`src/rtl/trng_pkg.sv`:
```
// trng_pkg: shared constants and types for the TRNG post-processing slice.
//   WORD_WIDTH_DEF : default debiased bits per output word
//   REP_LIMIT_DEF  : default repetition-count trip threshold
//   pair_phase_e   : von Neumann pair phase encoding
package trng_pkg;

  localparam int WORD_WIDTH_DEF = 8;
  localparam int REP_LIMIT_DEF  = 32;

  typedef enum logic {
    PHASE_FIRST  = 1'b0,
    PHASE_SECOND = 1'b1
  } pair_phase_e;

endpackage

```
`src/rtl/trng_postproc_if.sv`:
```
// trng_postproc_if: word delivery handshake.
//   word_data  : packed random word (source -> sink)
//   word_valid : word_data holds an unconsumed word (source -> sink)
//   word_ready : sink accepts the word this cycle (sink -> source)
interface trng_postproc_if #(
  parameter int WORD_WIDTH = trng_pkg::WORD_WIDTH_DEF
) ();

  logic [WORD_WIDTH-1:0] word_data;
  logic                  word_valid;
  logic                  word_ready;

  modport master (
    output word_data,
    output word_valid,
    input  word_ready
  );

  modport slave (
    input  word_data,
    input  word_valid,
    output word_ready
  );

endinterface

```
`src/rtl/vn_debias.sv`:
```
// vn_debias: von Neumann extractor over pairs of raw samples.
//   clock, reset : clock and synchronous active-high reset
//   sample_en    : take bit_in as the next sample this edge
//   bit_in       : raw sample
//   phase_clr    : drop any half pair, next sample starts a new pair
//   db_valid     : registered, high for one cycle when a pair yields a bit
//   db_bit       : the debiased bit (first sample of a 10/01 pair)
//
// state        | meaning
// PHASE_FIRST  | waiting for the first sample of a pair
// PHASE_SECOND | first sample held, next sample closes the pair
module vn_debias
  import trng_pkg::*;
(
  input  logic clock,
  input  logic reset,
  input  logic sample_en,
  input  logic bit_in,
  input  logic phase_clr,
  output logic db_valid,
  output logic db_bit
);

  pair_phase_e phase_q, phase_d;
  logic        first_q, first_d;
  logic        db_valid_q, db_valid_d;
  logic        db_bit_q, db_bit_d;

  always_ff @(posedge clock) begin
    if (reset) begin
      phase_q    <= PHASE_FIRST;
      first_q    <= 1'b0;
      db_valid_q <= 1'b0;
      db_bit_q   <= 1'b0;
    end else begin
      phase_q    <= phase_d;
      first_q    <= first_d;
      db_valid_q <= db_valid_d;
      db_bit_q   <= db_bit_d;
    end
  end

  always_comb begin
    phase_d    = phase_q;
    first_d    = first_q;
    db_valid_d = 1'b0;
    db_bit_d   = db_bit_q;
    if (phase_clr) begin
      phase_d = PHASE_FIRST;
    end else if (sample_en) begin
      case (phase_q)
        PHASE_FIRST: begin
          first_d = bit_in;
          phase_d = PHASE_SECOND;
        end
        PHASE_SECOND: begin
          phase_d = PHASE_FIRST;
          // 10 -> 1, 01 -> 0: the bit equals the first sample
          if (first_q != bit_in) begin
            db_valid_d = 1'b1;
            db_bit_d   = first_q;
          end
        end
        default: phase_d = PHASE_FIRST;
      endcase
    end
  end

  assign db_valid = db_valid_q;
  assign db_bit   = db_bit_q;

endmodule

```
`src/rtl/trng_postproc.sv`:
```
// trng_postproc: debias, pack and health-test the raw ring-oscillator stream.
//   clock, reset : clock and synchronous active-high reset
//   enable       : sampling enable
//   raw_bit      : combiner output, registered in the clock domain
//   bus          : word_data / word_valid / word_ready handshake (master side)
//   health_fail  : sticky repetition-count failure, blocks all output
//   overflow     : sticky, a debiased bit was dropped while a word was held
module trng_postproc
  import trng_pkg::*;
#(
  parameter int WORD_WIDTH = WORD_WIDTH_DEF,
  parameter int REP_LIMIT  = REP_LIMIT_DEF
) (
  input  logic                clock,
  input  logic                reset,
  input  logic                enable,
  input  logic                raw_bit,
  trng_postproc_if.master     bus,
  output logic                health_fail,
  output logic                overflow
);

  localparam int CW = $clog2(REP_LIMIT + 1);
  localparam int BW = $clog2(WORD_WIDTH + 1);
  localparam logic [CW-1:0] REP_MAX   = CW'(REP_LIMIT);
  localparam logic [BW-1:0] BITS_FULL = BW'(WORD_WIDTH);

  logic [WORD_WIDTH-1:0] shift_q, shift_d;
  logic [BW-1:0]         bit_cnt_q, bit_cnt_d;
  logic [WORD_WIDTH-1:0] data_q, data_d;
  logic                  valid_q, valid_d;
  logic                  hf_q, hf_d;
  logic                  ovf_q, ovf_d;
  logic [CW-1:0]         rep_cnt_q, rep_cnt_d;
  logic                  last_q, last_d;
  logic                  last_vld_q, last_vld_d;

  logic                  sample_en;
  logic                  db_valid;
  logic                  db_bit;
  logic                  db_in;
  logic                  slot_free;
  logic                  trip;
  logic [WORD_WIDTH-1:0] shift_n;
  logic [BW-1:0]         bit_cnt_n;

  assign sample_en = enable & ~hf_q;

  vn_debias u_vn_debias (
    .clock     (clock),
    .reset     (reset),
    .sample_en (sample_en),
    .bit_in    (raw_bit),
    .phase_clr (~enable | hf_q),
    .db_valid  (db_valid),
    .db_bit    (db_bit)
  );

  always_ff @(posedge clock) begin
    if (reset) begin
      shift_q    <= '0;
      bit_cnt_q  <= '0;
      data_q     <= '0;
      valid_q    <= 1'b0;
      hf_q       <= 1'b0;
      ovf_q      <= 1'b0;
      rep_cnt_q  <= '0;
      last_q     <= 1'b0;
      last_vld_q <= 1'b0;
    end else begin
      shift_q    <= shift_d;
      bit_cnt_q  <= bit_cnt_d;
      data_q     <= data_d;
      valid_q    <= valid_d;
      hf_q       <= hf_d;
      ovf_q      <= ovf_d;
      rep_cnt_q  <= rep_cnt_d;
      last_q     <= last_d;
      last_vld_q <= last_vld_d;
    end
  end

  // Repetition-count health test on the raw stream.
  always_comb begin
    rep_cnt_d  = rep_cnt_q;
    last_d     = last_q;
    last_vld_d = last_vld_q;
    trip       = 1'b0;
    if (!enable) begin
      rep_cnt_d  = '0;
      last_vld_d = 1'b0;
    end else if (!hf_q) begin
      last_d     = raw_bit;
      last_vld_d = 1'b1;
      if (last_vld_q && (raw_bit == last_q)) begin
        if (rep_cnt_q != REP_MAX) rep_cnt_d = rep_cnt_q + CW'(1);
      end else begin
        rep_cnt_d = CW'(1);
      end
      trip = (rep_cnt_d == REP_MAX);
    end
  end

  assign shift_n   = {shift_q[WORD_WIDTH-2:0], db_bit};
  assign bit_cnt_n = bit_cnt_q + BW'(1);

  // Packing and single-entry output slot.
  always_comb begin
    shift_d   = shift_q;
    bit_cnt_d = bit_cnt_q;
    data_d    = data_q;
    valid_d   = valid_q;
    ovf_d     = ovf_q;
    db_in     = db_valid & ~hf_q;
    slot_free = ~valid_q | bus.word_ready;

    if (valid_q && bus.word_ready) valid_d = 1'b0;

    if (bit_cnt_q == BITS_FULL) begin
      if (slot_free) begin
        // held word leaves; a bit arriving now starts the next word
        data_d    = shift_q;
        valid_d   = 1'b1;
        shift_d   = {{(WORD_WIDTH-1){1'b0}}, db_bit};
        bit_cnt_d = db_in ? BW'(1) : '0;
      end else if (db_in) begin
        ovf_d = 1'b1;
      end
    end else if (db_in) begin
      if ((bit_cnt_n == BITS_FULL) && slot_free) begin
        data_d    = shift_n;
        valid_d   = 1'b1;
        bit_cnt_d = '0;
      end else begin
        shift_d   = shift_n;
        bit_cnt_d = bit_cnt_n;
      end
    end

    // a trip beats any word completion on the same edge
    if (trip || hf_q) begin
      valid_d   = 1'b0;
      shift_d   = '0;
      bit_cnt_d = '0;
    end
    hf_d = hf_q | trip;
  end

  assign bus.word_data  = data_q;
  assign bus.word_valid = valid_q;
  assign health_fail    = hf_q;
  assign overflow       = ovf_q;

endmodule

```
`src/flat_wrapper.sv`:
```
// flat-port wrapper written by rule: the top's interface ports become plain ports
module trng_postproc_flat import trng_pkg::*;
#(
  parameter int WORD_WIDTH = WORD_WIDTH_DEF,
  parameter int REP_LIMIT  = REP_LIMIT_DEF
)
  (clock, reset, enable, raw_bit, health_fail, overflow, bus_word_data, bus_word_valid, bus_word_ready);
  trng_postproc_if #(.WORD_WIDTH(WORD_WIDTH)) bus_i ();
  input  logic clock;
  input  logic reset;
  input  logic enable;
  input  logic raw_bit;
  output logic health_fail;
  output logic overflow;
  output wire logic [$bits(bus_i.word_data)-1:0] bus_word_data;
  output wire logic [$bits(bus_i.word_valid)-1:0] bus_word_valid;
  input wire logic [$bits(bus_i.word_ready)-1:0] bus_word_ready;
  assign bus_word_data = bus_i.word_data;
  assign bus_word_valid = bus_i.word_valid;
  assign bus_i.word_ready = bus_word_ready;
  trng_postproc #(.WORD_WIDTH(WORD_WIDTH), .REP_LIMIT(REP_LIMIT)) u_core (.clock(clock), .reset(reset), .enable(enable), .raw_bit(raw_bit), .bus(bus_i), .health_fail(health_fail), .overflow(overflow));
endmodule
```
`config.mk`:
```
export PLATFORM = sky130hd
export DESIGN_NAME = trng_postproc_flat
export DESIGN_NICKNAME = d
export VERILOG_FILES = /design/src/rtl/trng_pkg.sv /design/src/rtl/trng_postproc_if.sv /design/src/rtl/vn_debias.sv /design/src/rtl/trng_postproc.sv /design/src/flat_wrapper.sv
export SDC_FILE = /design/constraint.sdc
export NUM_CORES = 1
export LEC_CHECK = 0
export ABC_CLOCK_PERIOD_IN_PS = 5700
export CAP_MARGIN = 20
export CORE_MARGIN = 5
export CORE_UTILIZATION = 35
export DETAILED_ROUTE_END_ITERATION = 10
export GPL_TIMING_DRIVEN = 0
export PLACE_DENSITY = 0.63
export SKIP_CTS_REPAIR_TIMING = 1
export SLEW_MARGIN = 20
export SYNTH_ARGS = -nofsm -noshare
export SYNTH_HDL_FRONTEND = slang
export SYNTH_SLANG_ARGS = --single-unit
```
`constraint.sdc`:
```
create_clock -name clock -period 5.7 [get_ports clock]
set_input_delay 0.855 -clock clock [delete_from_list [all_inputs] [get_ports clock]]
set_output_delay 0.855 -clock clock [all_outputs]
set_load 0.02 [all_outputs]
```
==> results_dict.tcl <==
set metrics [dict create \
    ir_drop_uv 156 \
    synthDistinctLibCells 53 \
    htree_levels 2 \
    maxCapViolations 0 \
    path_clk_slew_ps 70 \
    place_congestion 0.768 \
    syn_area_per_cell_sq_um 8.83 \
    finalPower_uw 460 \
    muxShareOfSynthArea 0.0155 \
    clock_path_buffers 2 \
    vias 1673 \
    dp_cells 305 \
    die_w_microns 84.3 \
    post-route-period-util 0.419 \
    max_freq_mhz 419 \
    yosys_warnings 0 \
    setup_violations 0 \
    worst-setup-path-type "in2reg" \
    cts_tree "built" \
    worst-path-max-fanout 10 \
    leakagePower_nw 0.723 \
    syn2layout_area_growth_pct 16.4 \
    grt_pass1_wl_microns 7490 \
    arrival_ps 2610 \
    grt_max_degree 11 \
    synthAdderAreaFrac 0.0323 \
    ys_ff_latch 35 \
    hp-class "reg2reg" \
    place_hpwl_microns 3100 \
    relSlewSlack 0.474 \
    synthArstFlopShare 0 \
    die_h_microns 84.3 \
    rsz0062_at_grt "no" \
    antennaDiodeCount 0 \
    dpl_cell_area_sq_mm 0.00216 \
    wl_microns 4420 \
    required_ps 5920 \
    drt_iter0_markers 145 \
    pin_count 16 \
    slew_violations 0 \
    syn_area_sq_mm 0.00193 \
    wl_per_cell_microns 14.2 \
    synth_compound_area_frac 0.276 \
    synth_ff_type "dfxtp_1" \
    timing.final.ws_setup_ps 3310 \
    seq_area_frac_synth 0.362 \
    antenna_found_initial 0 \
    final_util 0.414 \
    synth-xor-area-share 0.0265 \
    first_global_vias 1542 \
    first_pass_iters 4 \
    power.density_mw_per_mm2 204 \
    synth-edff-count 0 \
    track_usage 0.128 \
    hold_viol 0 \
    clk_latency_ps 290 \
    p_comb_frac 0.055 \
    cts_buffers 5 \
    io_buffers 14 \
    finalClockSkew_ps 9.27 \
    clock-root-buffer "clkbuf_8" \
    fin_area_sq_mm 0.00225 \
    finalHoldWorstSlack_ps 449 \
    power.share.clock 0.403 \
    place_ws_ps 3030 \
    overflow 0 \
    final.setup.tns_ps 0 \
    cell_internal_pwr_uw 352 \
    power.switching_uw 108 \
    layout-drive-gt1-share 0.175 \
    status "finished, final reports clean" \
    synth_nets 229 \
    tightest_slew_ps 789 \
    seqPwrFrac 0.543 \
    synth-simple-area-share 0.239 \
    fin_cells 312 \
    cts.sinks 35 \
    row_count 27 \
    initial_core_util 0.356 \
    synth_top_family_by_area "compound AO/OA/AOI/OAI gates" \
    period_needed_ps 2390 \
    synthCells 219 \
    cp-start-kind "input port" \
    cp-end-kind "flop" \
    drc 0 \
    fin_nets 250 \
    avgViaCountPerCell 5.36 \
    p_sw_frac 0.234 \
    ant_nets 0 \
    fp.dieArea_sq_mm 0.00711 \
    core_sq_mm 0.00544 \
]
-- placed cells by master, fill, tap and decap left out, types with 4 or more instances in the layout --
master / count
a211oi_1: 9
a21boi_0: 9
a21oi_1: 19
a31oi_2: 8
buf_2: 5
clkbuf_1: 4
clkbuf_8: 6
clkdlybuf4s50_1: 14
dfxtp_1: 35
ha_1: 5
inv_1: 8
nand2_1: 19
nand3_1: 10
nor2_1: 14
nor3_1: 6
o21ai_0: 4
or2_2: 7
-- layout make-up --
type	instances	area, sq um
buffer	11	62.6
clock buffer	6	82.6
clock inverter	1	5.00
fill	557	3190
inverter	8	30.0
multi-input combinational	165	1140
sequential	35	701
tap	72	90.1
timing repair buffer	14	140
-- per-layer routing --
metal | track usage | vias up | part of all wire
met5 | 0 | - | 0
met1 | 0.171 | 780 | 0.46
li1 | - | 842 | -
met4 | 0.0345 | 0 | 0.012
met3 | 0.0324 | 6 | 0.056
met2 | 0.207 | 45 | 0.47
-- sequential cells by signal (all words and copies together) (netlist names) --
name / cells
u_core.bus.word_data: 8
u_core.last_q: 1
u_core.u_vn_debias.db_bit: 1
u_core.u_vn_debias.first_q: 1
u_core.health_fail: 1
u_core.bus.word_valid: 1
u_core.shift_q: 8
u_core.overflow: 1
u_core.rep_cnt_q: 6
u_core.u_vn_debias.db_valid: 1
u_core.last_vld_q: 1
u_core.bit_cnt_q: 4
u_core.u_vn_debias.phase_q: 1
-- power groups by stage --
stage / clock, mW / combinational [mW] / sequential, mW
final: 0.185 / 0.0251 / 0.250
after global routing: 0.198 / 0.0279 / 0.250
after CTS: 0.191 / 0.0254 / 0.250
after detailed placement: 0 / 0.0254 / 0.255
after global placement: 0 / 0.0251 / 0.255
after floorplan: 0 / 0.0183 / 0.255
-- synth_stat cells, types with 3 or more instances --
cell / number / share of area
o21ai_0: 4 / 0.010
a21oi_1: 19 / 0.049
clkbuf_1: 4 / 0.0078
nand2b_1: 3 / 0.0097
ha_1: 5 / 0.032
a31oi_1: 3 / 0.0097
mux2i_1: 3 / 0.016
a21boi_0: 9 / 0.035
nand3_1: 10 / 0.026
nor3_1: 6 / 0.016
nand4_1: 3 / 0.0097
or2_2: 7 / 0.023
inv_1: 8 / 0.016
a211oi_1: 9 / 0.035
buf_2: 5 / 0.013
dfxtp_1: 35 / 0.36
nor2_1: 14 / 0.027
nand2_1: 19 / 0.037
a31oi_2: 8 / 0.052
-- kinds of logic after synthesis --
logic type / Yosys count
AND/OR/NAND/NOR: 84
adder cells (fa/ha/maj): 5
AO/OA/AOI/OAI: 68
flip-flops: 35
multiplexers: 3
XOR/XNOR: 5
buffers and inverters: 19
-- worst max-delay path, cell delays in order --
cell and delay (ps):
clkdlybuf4s50_1 420, nor2b_1 430, o32a_2 330, buf_2 250, nand4_1 140, a31oi_2 190
-- path summary, 6_finish.rpt --
path	slack [ps]	end	cells past startpoint	from
setup reg to reg	3490	u_core.shift_q[0]	8	u_core.bit_cnt_q[0]
hold / removal	450	u_core.u_vn_debias.phase_q	1	u_core.u_vn_debias.phase_q
hold reg to reg	450	u_core.u_vn_debias.phase_q	1	u_core.u_vn_debias.phase_q
setup / recovery	3310	u_core.shift_q[7]	6	bus_word_ready
Power figures use the tool's default switching activity.
